## src/rtl/error_checker_sequencer.sv

```systemverilog
// Sample sequencer for the linear-regression error checker: starts a pass, feeds (x, y)
// samples from sample memory on each checker ready, and reports pass completion.
module error_checker_sequencer #(
    parameter int N_SAMPLES = 150,
    parameter int ADDR_W    = 8,
    parameter int DATA_W    = 20
) (
    input  logic              clk,
    input  logic              rst,
    input  logic              start,
    output logic              busy,
    output logic              en,
    output logic              cout,
    input  logic              error_checker_ready,
    input  logic              error_checker_done,
    output logic              mem_rd,
    output logic [ADDR_W-1:0] mem_addr,
    input  logic [DATA_W-1:0] mem_x,
    input  logic [DATA_W-1:0] mem_y,
    output logic [DATA_W-1:0] x_out,
    output logic [DATA_W-1:0] y_out,
    output logic              sample_valid,
    output logic [ADDR_W:0]   sample_cnt,
    output logic              done,
    output logic              overrun
);

    localparam logic [ADDR_W:0] SAMPLE_LAST = (ADDR_W + 1)'(N_SAMPLES);

    typedef enum logic [2:0] {
        IDLE,
        PULSE,
        WAIT_RDY,
        FETCH,
        LATCH,
        WAIT_DONE,
        FINISH
    } state_t;

    state_t state;
    state_t state_next;
    logic   fetch_go;
    logic   latch_go;
    logic   pass_clear;
    logic   overrun_set;

    // The counter is one bit wider than the address so a full memory pass does not wrap.
    assign cout = (sample_cnt == SAMPLE_LAST);

    always_comb begin
        state_next  = state;
        fetch_go    = 1'b0;
        latch_go    = 1'b0;
        pass_clear  = 1'b0;
        overrun_set = 1'b0;
        case (state)
            IDLE: begin
                if (start) begin
                    pass_clear = 1'b1;
                    state_next = PULSE;
                end
            end
            PULSE:    state_next = WAIT_RDY;
            WAIT_RDY: begin
                if (error_checker_ready) begin
                    if (cout) begin
                        state_next = WAIT_DONE;
                    end else begin
                        fetch_go   = 1'b1;
                        state_next = FETCH;
                    end
                end
            end
            FETCH: begin
                overrun_set = error_checker_ready;
                state_next  = LATCH;
            end
            LATCH: begin
                overrun_set = error_checker_ready;
                latch_go    = 1'b1;
                state_next  = WAIT_RDY;
            end
            WAIT_DONE: begin
                if (error_checker_done) begin
                    state_next = FINISH;
                end
            end
            FINISH:   state_next = IDLE;
            default:  state_next = IDLE;
        endcase
    end

    always_ff @(posedge clk or negedge rst) begin
        if (!rst) begin
            state        <= IDLE;
            busy         <= 1'b0;
            en           <= 1'b0;
            done         <= 1'b0;
            mem_rd       <= 1'b0;
            mem_addr     <= '0;
            sample_valid <= 1'b0;
            sample_cnt   <= '0;
            overrun      <= 1'b0;
            x_out        <= '0;
            y_out        <= '0;
        end else begin
            state        <= state_next;
            busy         <= (state_next != IDLE);
            en           <= (state == PULSE);
            done         <= (state_next == FINISH);
            mem_rd       <= fetch_go;
            sample_valid <= latch_go;
            if (fetch_go) begin
                mem_addr <= sample_cnt[ADDR_W-1:0];
            end
            // Read data from the fetch issued two cycles earlier is present during LATCH.
            if (latch_go) begin
                x_out <= mem_x;
                y_out <= mem_y;
            end
            if (pass_clear) begin
                sample_cnt <= '0;
            end else if (latch_go) begin
                sample_cnt <= sample_cnt + 1'b1;
            end
            if (pass_clear) begin
                overrun <= 1'b0;
            end else if (overrun_set) begin
                overrun <= 1'b1;
            end
        end
    end

endmodule

```

## config.mk

```make
export PLATFORM = sky130hd
export DESIGN_NAME = error_checker_sequencer
export DESIGN_NICKNAME = d
export VERILOG_FILES = /design/src/rtl/error_checker_sequencer.sv
export SDC_FILE = /design/constraint.sdc
export NUM_CORES = 1
export LEC_CHECK = 0
export ABC_AREA = 1
export CAP_MARGIN = 20
export CORE_MARGIN = 10
export CORE_UTILIZATION = 48
export CTS_BUF_LIST = sky130_fd_sc_hd__clkbuf_8
export DETAILED_ROUTE_END_ITERATION = 10
export GPL_TIMING_DRIVEN = 0
export MAX_ROUTING_LAYER = met4
export PLACE_DENSITY_LB_ADDON = 0.08
export SYNTH_ARGS = -nofsm -noshare
export SYNTH_HDL_FRONTEND = slang
export SYNTH_SLANG_ARGS = --single-unit
export TNS_END_PERCENT = 100
```

## constraint.sdc

```tcl
create_clock -name clk -period 4.6 [get_ports clk]
set_clock_uncertainty 0.2 [all_clocks]
set_input_delay 1.15 -clock clk [delete_from_list [all_inputs] [get_ports clk]]
set_output_delay 1.15 -clock clk [all_outputs]
set_load 0.05 [all_outputs]
```

### Word-level counts from Yosys, hierarchy flattened

Cells that the tools add are included.

| cells by class | value |
|---|---|
| add/subtract/negate cells | 1 |
| equality and inequality tests | 7 |
| multiplexer cells | 16 |
| reductions and logical operators | 6 |

Operator list:

| kind | number |
|---|---|
| $mux W9 | 2 |
| $pmux W3 S5 | 1 |
| $mux W3 | 4 |
| $add A9 B1 Y9 const B | 1 |
| $eq A3 B3 Y1 const B | 3 |
| $eq A9 B8 Y1 const B | 1 |
| $mux W1 | 9 |
| $eq A3 B2 Y1 const B | 2 |
| $reduce_bool A2 Y1 | 2 |
| $reduce_or A2 Y1 | 2 |
| $eq A3 B1 Y1 const B | 1 |
| $logic_not A3 Y1 | 1 |
| $reduce_bool A3 Y1 | 1 |

| word-level totals | value |
|---|---|
| bits in registers | 66 |
| input port bits | 45 |
| output and inout bits | 64 |
| word-level logic and storage cells | 41 |

### Depth between registers and ports, before layout

| logic depth | value |
|---|---|
| word-level depth | 5 |
| mapped depth | 10 |
| depth with buffers taken out | 10 |

### Worst setup path after synthesis

Ideal clock, no wire load.

| timing path | value |
|---|---|
| kind | reg-to-output |
| start point | register sample_cnt[0] |
| end point | output cout |
| arrival time | 1820 ps |
| required time | 3250 ps |
| slack | 1430 ps |
| cell stages (with the launch flop) | 7 |
| path buffers | 0 |
| path through | dfrtp_1 -> inv_1 -> ha_1 -> nand2_1 -> inv_1 -> nand2_1 -> nor2_1 |

| between the ends | value |
|---|---|
| word-level cells in the longest chain between the ends | 1 |

Ends and longest elaborated chain:

| what | RTL line | source |
|---|---|---|
| from (decl) | 23 | `output logic [ADDR_W:0] sample_cnt,` |
| from (signal assigned) | 124 | `sample_cnt <= sample_cnt + 1'b1;` |
| $eq A9 B8 Y1 | 48 | `assign cout = (sample_cnt == SAMPLE_LAST);` |
| to (decl) | 13 | `output logic cout,` |

No other way between the ends.

### Worst setup path after layout

Same ends and word-level chain as after synthesis.

==> flow_summary.ini <==
[clock_tree]
cts_tree = yes
htree_num_levels = 3
cts_setup_buffers = 0
holdBufCountCts = 0
root_buffer = clkbuf_8
cts.clk_slew.worst_paths_ns = 0.07
cts_buffer_depth = 2
cts_resized = 0
numCtsBuffers = 9
clock-sinks = 66
clk_latency_ns = 0.33

[layout]
post-route-util_pct = 74.5
stdcell_area_um2 = 4130
area.growth.synth_to_final_pct = 49.2
ff_latch_area_um2 = 1650
multi_input_area_um2 = 943
fillers = 434
layout.cells.most_common_list = nand2_1, clkdlybuf4s50_1, dfrtp_1, inv_1, nand3_1
layout.nets = 484
insertedDiodeCount = 0
drive_gt1_share_pct = 10.7
layout_commonest_cell = nand2_1

[sta]
min_period_ns = 3.59
finalHoldViolations = 0
worst-slew-pin-transition_ns = 0.817
relSlewSlack_pct = 45.6
setup_viol = 0
timing.final.crit_share_pct = 78.0
rsz0062_at_grt = no
fmax_mhz = 279
drv_slew = 0

[worst_setup_path]
critPathArrivalTime_ns = 2.24
crit_fanout = 5
crit_required_ns = 3.25
start_kind = flop
crit_type = reg2out
end_kind = primary output

[detailed_routing]
wl_per_cell_um = 14.5
drc = 0
routed_wl_mm = 7.44
firstDrtPassIters = 4
ant_nets = 0
vias = 2426
vias_per_cell = 4.73
drt_first_iter_violations = 166

[synthesis]
avgSynthCellArea_um2 = 8.70
yosys.area_share.simple_pct = 28.2
synthMuxAreaShare_pct = 0
synth_seq_cells = 66
synthTopCellsByArea = dfrtp_1, nand2_1, inv_1
synth_xor_area_share_pct = 0
yosys_warnings = 0
yosys.cell_types.count = 21
synth_compound_gate_area_share_pct = 4.98
synthesis.nets = 365
netlist_area_um2 = 2770
synth_top_area_share_pct = 59.7
synth_top_area_cell = dfrtp_1
synth_top_family_by_area = simple AND/OR/NAND/NOR gates
synthAdderAreaFrac_pct = 0.905
ys_seq_area_share_pct = 59.7
syn-instance-count = 318

[floorplanning]
dieArea_um2 = 9200
die_w_um = 95.9
rows = 27
core_region_area_um2 = 5540
initial_core_util_pct = 49.9
io_pins = 109
die_h_um = 95.9

[grt]
grt_pass1_vias = 2415
grt_use_total_pct = 16.7
antenna_found_initial = 0
grt_pass1_wl_mm = 11.7
grt_max_degree = 67
globalRouteOverflowTotal = 0

[placed_design]
dpl_cell_area_um2 = 3930
hpwl_mm = 5.57
gp_congestion = 0.835
port-buffer-count = 108

[power_and_ir_drop]
pwr_density_cell_nw_per_um2 = 765
leakagePower_nw = 2.05
ir_drop_mv = 0.500

[hold_path]
min_path_type = reg2reg

[job]
cap_violations = 0

[run_status]
status = finished clean
area by class of cell:
class	count	area share [%]
plain buffers	10	1.52
inverters	28	2.61
repair buffers	108	26.1
clock inverters	5	1.33
flip-flops and latches	66	40.0
multi-input cells	214	22.9
clock buffers	10	3.34
well taps	72	2.18
power breakdown:
part           switching, W  internal (W)  leakage, nW
clock network      0.000219      0.000260       0.0941
registers          0.000139      0.000808        0.837
logic               0.00118      0.000547         1.12
critical path, stage by stage (launching register included):
cell and delay (ns):
dfrtp_1 0.44, inv_1 0.14, ha_1 0.15, nand2_1 0.05, inv_1 0.05, nand2_1 0.08, nor2_1 0.17, clkdlybuf4s50_1 0.84
registers in the layout, indices dropped and copies added, names as in the netlist:
| signal | flops |
|---|---|
| sample_valid | 1 |
| en | 1 |
| sample_cnt | 9 |
| done | 1 |
| mem_addr | 8 |
| x_out | 20 |
| busy | 1 |
| y_out | 20 |
| overrun | 1 |
| mem_rd | 1 |
| state | 3 |
metrics by stage:
step | cells | power [W] | worst slack, ns | setup TNS, ns | hold WS, ns
floorplan | 318 | 0.00207 | 1.43 | 0 | 0.411
global placement | 498 | 0.00266 | -0.0195 | -1.04 | 0.262
detailed placement | 498 | 0.00270 | 1.36 | 0 | 0.264
CTS | 513 | 0.00318 | 0.989 | 0 | 0.282
global route | 513 | 0.00332 | 0.819 | 0 | 0.298
finish | 513 | 0.00316 | 1.01 | 0 | 0.281
path summary, 6_finish.rpt:
| kind | start | end | slack (ns) | depth (start not counted) |
|---|---|---|---|---|
| hold reg to reg | x_out[11] | x_out[11] | 0.28 | 2 |
| max in group asynchronous | rst | x_out[11] | 2.95 | 1 |
| min in group asynchronous | rst | mem_addr[3] | 0.72 | 1 |
| setup reg to reg | sample_cnt[0] | mem_addr[6] | 2.88 | 9 |
| setup / recovery | sample_cnt[0] | cout | 1.01 | 7 |
| hold / removal | x_out[11] | x_out[11] | 0.28 | 2 |
Yosys cell counts, drive strengths merged:
cell / count
o22ai: 1
nand3: 13
o21ai: 17
ha: 2
nand4: 6
a21oi: 1
inv: 28
nor2: 14
nand2: 158
nor3: 2
buf: 10
dfrtp: 66
per-layer routing:
| layer | track usage, % | share of wire [%] |
|---|---|---|
| met1 | 19.5 | 41 |
| met5 | - | 0 |
| met3 | 5.76 | 8.5 |
| met4 | 6.27 | 0.59 |
| met2 | 26.2 | 50 |
cells by family after synthesis:
kind of cell	after synthesis
AOI/OAI and AO/OA	19
adders and majority gates	2
buffers and inverters	38
DFF	66
and+or+nand+nor	193
Power figures use the tool's default switching activity.
